<file path="config.mk">
export PLATFORM = sky130hd
export DESIGN_NAME = mem_req_sequencer
export DESIGN_NICKNAME = d
export VERILOG_FILES = /design/src/rtl/mem_seq_pkg.sv /design/src/rtl/mem_seq_fifo.sv /design/src/rtl/mem_req_sequencer.sv
export SDC_FILE = /design/constraint.sdc
export NUM_CORES = 1
export LEC_CHECK = 0
export ABC_AREA = 1
export BUFFER_PORTS_ARGS = -buffer_cell sky130_fd_sc_hd__buf_2
export CAP_MARGIN = 20
export CORE_UTILIZATION = 57
export DETAILED_ROUTE_END_ITERATION = 7
export PLACE_DENSITY = 0.76
export SKIP_CTS_REPAIR_TIMING = 1
export SLEW_MARGIN = 5
export SYNTH_ARGS = -nofsm -noshare
export SYNTH_HDL_FRONTEND = slang
export SYNTH_SLANG_ARGS = --single-unit
</file>
<file path="constraint.sdc">
create_clock -name clk -period 4.8 [get_ports clk]
set_input_delay 0.96 -clock clk [delete_from_list [all_inputs] [get_ports clk]]
set_output_delay 0.96 -clock clk [all_outputs]
set_load 0.05 [all_outputs]
</file>
<file path="src/rtl/mem_seq_pkg.sv">
// Shared types for the memory request sequencer: FSM states and the queued request record.
// Address/data widths are fixed here because the request struct is built from them.
package mem_seq_pkg;
  localparam int AW = 5;
  localparam int DW = 8;

  typedef enum logic [1:0] {IDLE, ISSUE, WAIT, RESP} seq_state_t;

  typedef struct packed {
    logic          write;
    logic [AW-1:0] addr;
    logic [DW-1:0] data;
  } mem_req_t;
endpackage

</file>
<file path="src/rtl/mem_seq_fifo.sv">
// Synchronous request FIFO; head entry is visible on dout whenever not empty.
module mem_seq_fifo
  import mem_seq_pkg::*;
#(
  parameter int DEPTH = 4
) (
  input  logic                     clk,
  input  logic                     rst,
  input  logic                     push,
  input  logic                     pop,
  input  mem_req_t                 din,
  output mem_req_t                 dout,
  output logic                     full,
  output logic                     empty,
  output logic [$clog2(DEPTH):0]   count
);
  localparam int PW = $clog2(DEPTH);

  mem_req_t      store [DEPTH];
  logic [PW-1:0] wr_ptr;
  logic [PW-1:0] rd_ptr;
  logic          do_push;
  logic          do_pop;

  assign full    = (count == (PW+1)'(DEPTH));
  assign empty   = (count == '0);
  assign do_push = push && !full;
  assign do_pop  = pop && !empty;
  assign dout    = store[rd_ptr];

  // Pointers are exactly PW bits, so DEPTH being a power of two makes them wrap for free.
  always_ff @(posedge clk or posedge rst) begin
    if (rst) begin
      wr_ptr <= '0;
      rd_ptr <= '0;
      count  <= '0;
    end else begin
      if (do_push) wr_ptr <= wr_ptr + 1'b1;
      if (do_pop)  rd_ptr <= rd_ptr + 1'b1;
      case ({do_push, do_pop})
        2'b10:   count <= count + 1'b1;
        2'b01:   count <= count - 1'b1;
        default: count <= count;
      endcase
    end
  end

  always_ff @(posedge clk) begin
    if (do_push) store[wr_ptr] <= din;
  end
endmodule

</file>
<file path="src/rtl/mem_req_sequencer.sv">
// Buffers read/write requests and issues them one at a time as single-cycle mem strobes,
// returning read data on a valid/ready response port after a fixed read latency.
module mem_req_sequencer
  import mem_seq_pkg::*;
#(
  parameter int DEPTH  = 4,
  parameter int RD_LAT = 1
) (
  input  logic          clk,
  input  logic          rst,
  input  logic          req_valid,
  output logic          req_ready,
  input  logic          req_write,
  input  logic [AW-1:0] req_addr,
  input  logic [DW-1:0] req_wdata,
  output logic          rsp_valid,
  input  logic          rsp_ready,
  output logic [DW-1:0] rsp_rdata,
  output logic          mem_read,
  output logic          mem_write,
  output logic [AW-1:0] mem_addr,
  output logic [DW-1:0] mem_data_in,
  input  logic [DW-1:0] mem_data_out,
  output logic          busy,
  output seq_state_t    dbg_state
);
  // Handshakes: a transfer happens on a posedge where valid && ready; valid holds its payload
  // until accepted, and ready never depends combinationally on valid.
  localparam int CW = (RD_LAT > 1) ? $clog2(RD_LAT) : 1;

  seq_state_t           state;
  logic [CW-1:0]        lat_cnt;
  mem_req_t             head;
  mem_req_t             req_in;
  logic                 fifo_full;
  logic                 fifo_empty;
  logic [$clog2(DEPTH):0] fifo_count;
  logic                 push;
  logic                 pop;

  assign req_ready = !fifo_full && !rst;
  assign push      = req_valid && req_ready;
  assign pop       = (state == IDLE) && !fifo_empty;
  assign req_in    = '{write: req_write, addr: req_addr, data: req_wdata};
  assign busy      = (fifo_count != '0) || (state != IDLE);
  assign dbg_state = state;

  mem_seq_fifo #(.DEPTH(DEPTH)) u_fifo (
    .clk   (clk),
    .rst   (rst),
    .push  (push),
    .pop   (pop),
    .din   (req_in),
    .dout  (head),
    .full  (fifo_full),
    .empty (fifo_empty),
    .count (fifo_count)
  );

  // The popped command is held directly in the mem-side output registers, so address and
  // write data keep their last value after the strobe cycle.
  always_ff @(posedge clk or posedge rst) begin
    if (rst) begin
      state       <= IDLE;
      lat_cnt     <= '0;
      mem_read    <= 1'b0;
      mem_write   <= 1'b0;
      mem_addr    <= '0;
      mem_data_in <= '0;
      rsp_valid   <= 1'b0;
      rsp_rdata   <= '0;
    end else begin
      case (state)
        IDLE: begin
          if (!fifo_empty) begin
            mem_write   <= head.write;
            mem_read    <= !head.write;
            mem_addr    <= head.addr;
            mem_data_in <= head.data;
            state       <= ISSUE;
          end
        end
        ISSUE: begin
          mem_write <= 1'b0;
          mem_read  <= 1'b0;
          if (mem_write) begin
            state <= IDLE;
          end else begin
            lat_cnt <= CW'(RD_LAT - 1);
            state   <= WAIT;
          end
        end
        WAIT: begin
          if (lat_cnt == '0) begin
            rsp_rdata <= mem_data_out;
            rsp_valid <= 1'b1;
            state     <= RESP;
          end else begin
            lat_cnt <= lat_cnt - 1'b1;
          end
        end
        RESP: begin
          if (rsp_ready) begin
            rsp_valid <= 1'b0;
            state     <= IDLE;
          end
        end
        default: state <= IDLE;
      endcase
    end
  end
endmodule

</file>
Word level (Yosys, flattened, before mapping)
Memories as Yosys holds them, arrays and structs flattened.
Cells that the tools add are included.
Word-level totals
  register bits: 34
  bits in latches: 0
  bits in writable memories: 56
  memory bits (read-only): 0
  input bits: 26
  output and inout port bits: 28
  word-level logic and storage cells: 71
  memories kept: 1
Memory list
  u_fifo.store: words 4, bits a word 14, rd ports 1, clocked after memory_dff 0, write ports 1, RTL line mem_seq_fifo.sv:19  | mem_req_t store [DEPTH];
Cells by class
  add/sub/neg operators: 5
  $mul: 0
  div/mod/pow operators: 0
  magnitude comparators: 0
  equality and inequality tests: 10
  shift-type cells: 0
  muxes and demuxes: 18
  bitwise operators: 2
  reduce and logical (&&, ||, !) cells: 24
Operators with widths (count)
  2-bit nonzero test: 5
  1-bit 2-to-1 mux: 8
  2-bit 2-to-1 mux: 4
  2-bit != test (second input constant): 4
  1-bit case mux with 2 select lines: 4
  2-bit case mux with 4 select lines: 1
  2-bit AND reduction: 4
  2-bit == test (second input constant): 3
  3-bit case mux with 2 select lines: 1
  3-bit AND reduction: 2
  1-bit logical AND: 5
  2-bit by 1-bit adder with 2-bit output (second input constant): 2
  2-bit by 1-bit == test with 1-bit output (second input constant): 2
  1-bit zero test: 4
  3-bit by 1-bit adder with 3-bit output (second input constant): 1
  3-bit == test (second input constant): 1
  3-bit zero test: 1
  3-bit nonzero test: 1
  3-bit by 1-bit subtractor with 3-bit output (second input constant): 1
  2-bit zero test: 1
  1-bit NOT: 2
  1-bit logical OR: 1
  1-bit subtractor (second input constant): 1

Depth between registers and ports, before layout
  depth in word-level cells: 7
  gate-level depth with buffers: 11
  depth with buffers taken out: 10

Cells and area by module
A second synthesis with hierarchy kept.
Unflattened totals
  cells, all modules: 350
  area total of the unflattened synthesis: 3847.4 um^2
Modules (own cells, without submodules)
  mem_seq_fifo: instances 1, cells an instance 226, area an instance 2747.6 um^2, seq. area each 1856.8 um^2
  mem_req_sequencer: instances 1, cells an instance 124, area an instance 1099.8 um^2, seq. area each 650.6 um^2

Worst setup path before layout
OpenSTA, ideal clock, no wires.
  kind: input -> register
  from: input port rst
  to: register u_fifo.count[2]
  setup time: 0.079 ns
  data arrival time: 2.975 ns
  required time: 4.721 ns
  slack: 1.746 ns
  cell stages on the path: 8
  path buffers: 0
  cell sequence: inv_1 nand3_2 ha_1 fa_1 nand2_1 nand2_1 nor2_1 xor2_1
Between the ends
  longest elaborated chain between the ends: 6
  elaborated cells between the ends (all ways): 8
  those cells by class: eq/ne (2); mux (1); reduce/logical (5)
RTL lines
  start: declaration: RTL line mem_req_sequencer.sv:10  | input logic rst,
  1-bit zero test (no line) *
  1-bit logical AND *: RTL line mem_req_sequencer.sv:41  | assign req_ready = !fifo_full && !rst;
  1-bit logical AND *: RTL line mem_req_sequencer.sv:42  | assign push = req_valid && req_ready;
  1-bit logical AND *: RTL line mem_seq_fifo.sv:27  | assign do_push = push && !full;
  2-bit by 1-bit == test with 1-bit output or 2-bit == test (tied branches): RTL line mem_seq_fifo.sv:40  | case ({do_push, do_pop})
  3-bit case mux with 2 select lines or 2-bit nonzero test (tied branches)
  end signal: assignment: RTL line mem_seq_fifo.sv:41  | 2'b10: count <= count + 1'b1;
  end signal: assignment: RTL line mem_seq_fifo.sv:42  | 2'b01: count <= count - 1'b1;
  end signal: assignment: RTL line mem_seq_fifo.sv:43  | default: count <= count;
  end: declaration: RTL line mem_seq_fifo.sv:15  | output logic [$clog2(DEPTH):0] count
Every way passes the cells marked *; elsewhere a longest branch is shown, timed or not.
A chain may end at the register's enable or synchronous reset.

Final worst setup path
  from: input port rst
  to: memory u_fifo.store[1][6] in the netlist's numbering, enable pin
Between the ends
  longest elaborated chain between the ends: 6
RTL lines
  1-bit zero test (no line)
  1-bit logical AND: RTL line mem_req_sequencer.sv:41
  1-bit logical AND: RTL line mem_req_sequencer.sv:42
  1-bit logical AND: RTL line mem_seq_fifo.sv:27
  1-bit 2-to-1 mux: RTL line mem_seq_fifo.sv:49  | if (do_push) store[wr_ptr] <= din;
  1-bit 2-to-1 mux (implied by the code): RTL line mem_seq_fifo.sv:49
  end: declaration: RTL line mem_seq_fifo.sv:19
Every way passes these cells.

==> impl_results.md <==
- Status: complete, no violations
- DR iter-0 viols: 142
- Startpoint of the worst hold path: rsp_valid
- CP dominant cell by count: buf_4
- Fmax: 394 MHz
- Avg Inst Size Synth: 10.8 um^2
- Syn nets: 375
- GRT Resource Usage Total: 0.204
- Final Cycle Share: 0.529
- Final WL: 6410 um
- Crit path largest cell delay: between 0.6 and 0.7 ns
- Die X: about 83 um
- Dpl cells: 467
- Final setup margin: roughly 2.3 ns
- WL per Instance: roughly 13 um
- Crit. Startpoint: rst
- First-pass GRT wire length: 9810 um
- Fillcell total: between 400 and 500
- Largest family of logic cells by synthesized area: simple AND/OR/NAND/NOR gates
- Critical path class: primary input to flip-flop
- Post-DP HPWL: between 4000 and 5000 um
- Num CTS Buffers: 9
- Slowest stage cell, crit path: nor2_1
- Syn Inst Count: 343
- Power, Total: 2.83 mW
- Worst hold slack: ~0.48 ns
- Starting Density: 0.589
- Worst vdd ir: 0.000622 V
- Sequential fraction of the synthesis area: 0.675
- Ys Warns: 0
- Fin cells: 483
- Adder-cell share of the synthesized area: 0.0222
- Post-synth cell types: 26
- Post-route ant nets: 0
- Post-synthesis simple-gate area fraction: 0.216
- Drt first pass iters: 4
- Worst-Skew Late Latency: 0.36 ns
- Core ar.: 6310 um^2
- Post-synthesis mux area share: 0.0323
- WP data required: 4.87 ns
- Setup slack at placement: roughly 1.8 ns
- Die area: 6850 um^2
- Hold Path Class: flip-flop to flip-flop
- Layout Nets: 433
- DP Area: 4040 um^2
- Longest Clk Path Bufs: 2
- Fin Setup TNS: 0 ns
- Worst-path fanout max: 34
- Core Util, Final: 0.666
- Final Hold Fails: 0
- Synthesized cell area: approximately 3700 um^2
- Slew Viols, Final: 0
- DRC errors left: 0
- Via-to-Cell Ratio: around 4.8
- Layout cells sized above 1: 0.212
- N_diodes: 0
- Vias in the first global route: around 2000
- CTS tree: built
- CTS sink cnt: 89
- Final min period: 2.54 ns
- Design area: between 4000 and 5000 um^2
- Final setup vio count: 0
- FF-to-FF Start: u_fifo.rd_ptr[0]
- Root buffer cell: clkbuf_8
- Startpoint types: primary input
- CP arrival: between 2 and 3 ns
- CTS clk-pin slew, worst paths: 0.09 ns
- Slew of the pin with the lowest slew margin: around 0.96 ns
- Largest net degree at the start of global routing: 35
- H-tree depth: 3
- Lkg Pwr: around 2 nW
- Synth Area in XOR/XNOR: 0.00707
- Detailed-route via count: about 2300
- PD cells: 674 nW/um^2
- Clock Skew: 0.00861 ns
- Initial antenna violation count: 0
- Crit. End Element: flip-flop
- Synth Register Bits: a little under 90
- GPL Wtd Cong: ~0.7
- Chip height: 82.7 um
- Max-Cap Viols: 0
- Buffers on Ports: 53
- R2R Setup Slk: roughly 2.4 ns
- Compound-Gate Fraction of Synth Area: 0.00606
- Area Overhead vs Synth: 13.2%
- Site Rows: 29
- Top-Level Pins: 54
- Slew headroom: 0.359
- Total grt overflow: 0
- RSZ-0062 raised after global routing: false
- Cell breakdown of the critical path: buf_2, inv_1, buf_4, nand3_2, nor2_1, buf_4
logic make-up (layout without fill, tap and decap cells):
logic type,Yosys count,count (layout)
and+or+nand+nor,203,203
AOI/OAI and AO/OA,4,4
buffers and inverters,30,93
xor gates and xnor gates,3,3
DFF,89,89
muxes,8,8
adders and majority gates,6,6
placed cells by master (no fill, tap or decap), drive strengths merged, types with 5 or more instances in the layout:
cell type,instances
ha,5
nor2,12
dfrtp,33
nand2,185
buf,58
clkbuf,10
inv,19
edfxtp,56
mux2,8
nand3,6
cells in the mapped netlist:
cell type  number  area (um^2)
fa_1            1         20.0
xnor2_1         1         8.76
buf_4           3         22.5
nor2_4          1         11.3
nor2_2          1         6.26
nand2_2         1         6.26
nand3_2         1         10.0
nand3_1         5         25.0
inv_1          17         63.8
edfxtp_1       56         1680
o211ai_1        1         7.51
nand2_4         2         22.5
buf_6           1         11.3
inv_6           1         8.76
buf_8           1         15.0
dfrtp_1        33          826
buf_2           5         25.0
nand2_1       182          683
nor2_1         10         37.5
clkbuf_2        1         5.00
a21oi_1         2         10.0
xor2_1          2         17.5
ha_1            5         62.6
mux2_4          8          120
inv_2           1         3.75
o21ai_0         1         5.00
area by class of cell:
type                            instances  area, um^2  area share
Tap cell                               77        96.3      0.0229
Multi-Input combinational cell        224        1050       0.250
Inverter                               19        76.3      0.0181
Sequential cell                        89        2510       0.596
Clock inverter                          6        35.0     0.00833
Timing Repair Buffer                   58         310      0.0738
Clock buffer                           10         128      0.0303
power breakdown:
| part | switching (mW) | internal (mW) | total (mW) |
|---|---|---|---|
| Sequential | 0.158 | 1.01 | 1.16 |
| Clock | 0.254 | 0.184 | 0.437 |
| Combinational | 0.871 | 0.362 | 1.23 |
routing by layer:
layer | up-vias | global-route usage | share of wire
li1 | 1207 | - | -
met1 | 1057 | 0.264 | 0.47
met2 | 66 | 0.327 | 0.45
met3 | 12 | 0.0451 | 0.052
met4 | 0 | 0.0983 | 0.022
met5 | - | 0 | 0
final timing paths:
kind,endpoint,depth (start not counted)
worst max-delay path,u_fifo.store[1][6],6
worst min-delay path,rsp_valid,2
worst max register to register,mem_data_in[6],7
worst min register to register,rsp_valid,2
max in group asynchronous,mem_data_in[6],3
min in group asynchronous,u_fifo.wr_ptr[0],3
registers in the layout (all words and copies together) (netlist names), named ones only:
register,count
u_fifo.store,56
mem_data_in,8
rsp_rdata,8
mem_addr,5
u_fifo.count,3
u_fifo.rd_ptr,2
u_fifo.wr_ptr,2
dbg_state,1
mem_read,1
mem_write,1
rsp_valid,1
critical path, delay by kind of cell:
family | cells | cell delay (ns)
buffers and inverters | 4 | 0.78
AND/OR/NAND/NOR | 2 | 0.85
(Power assumes the default switching activity.)
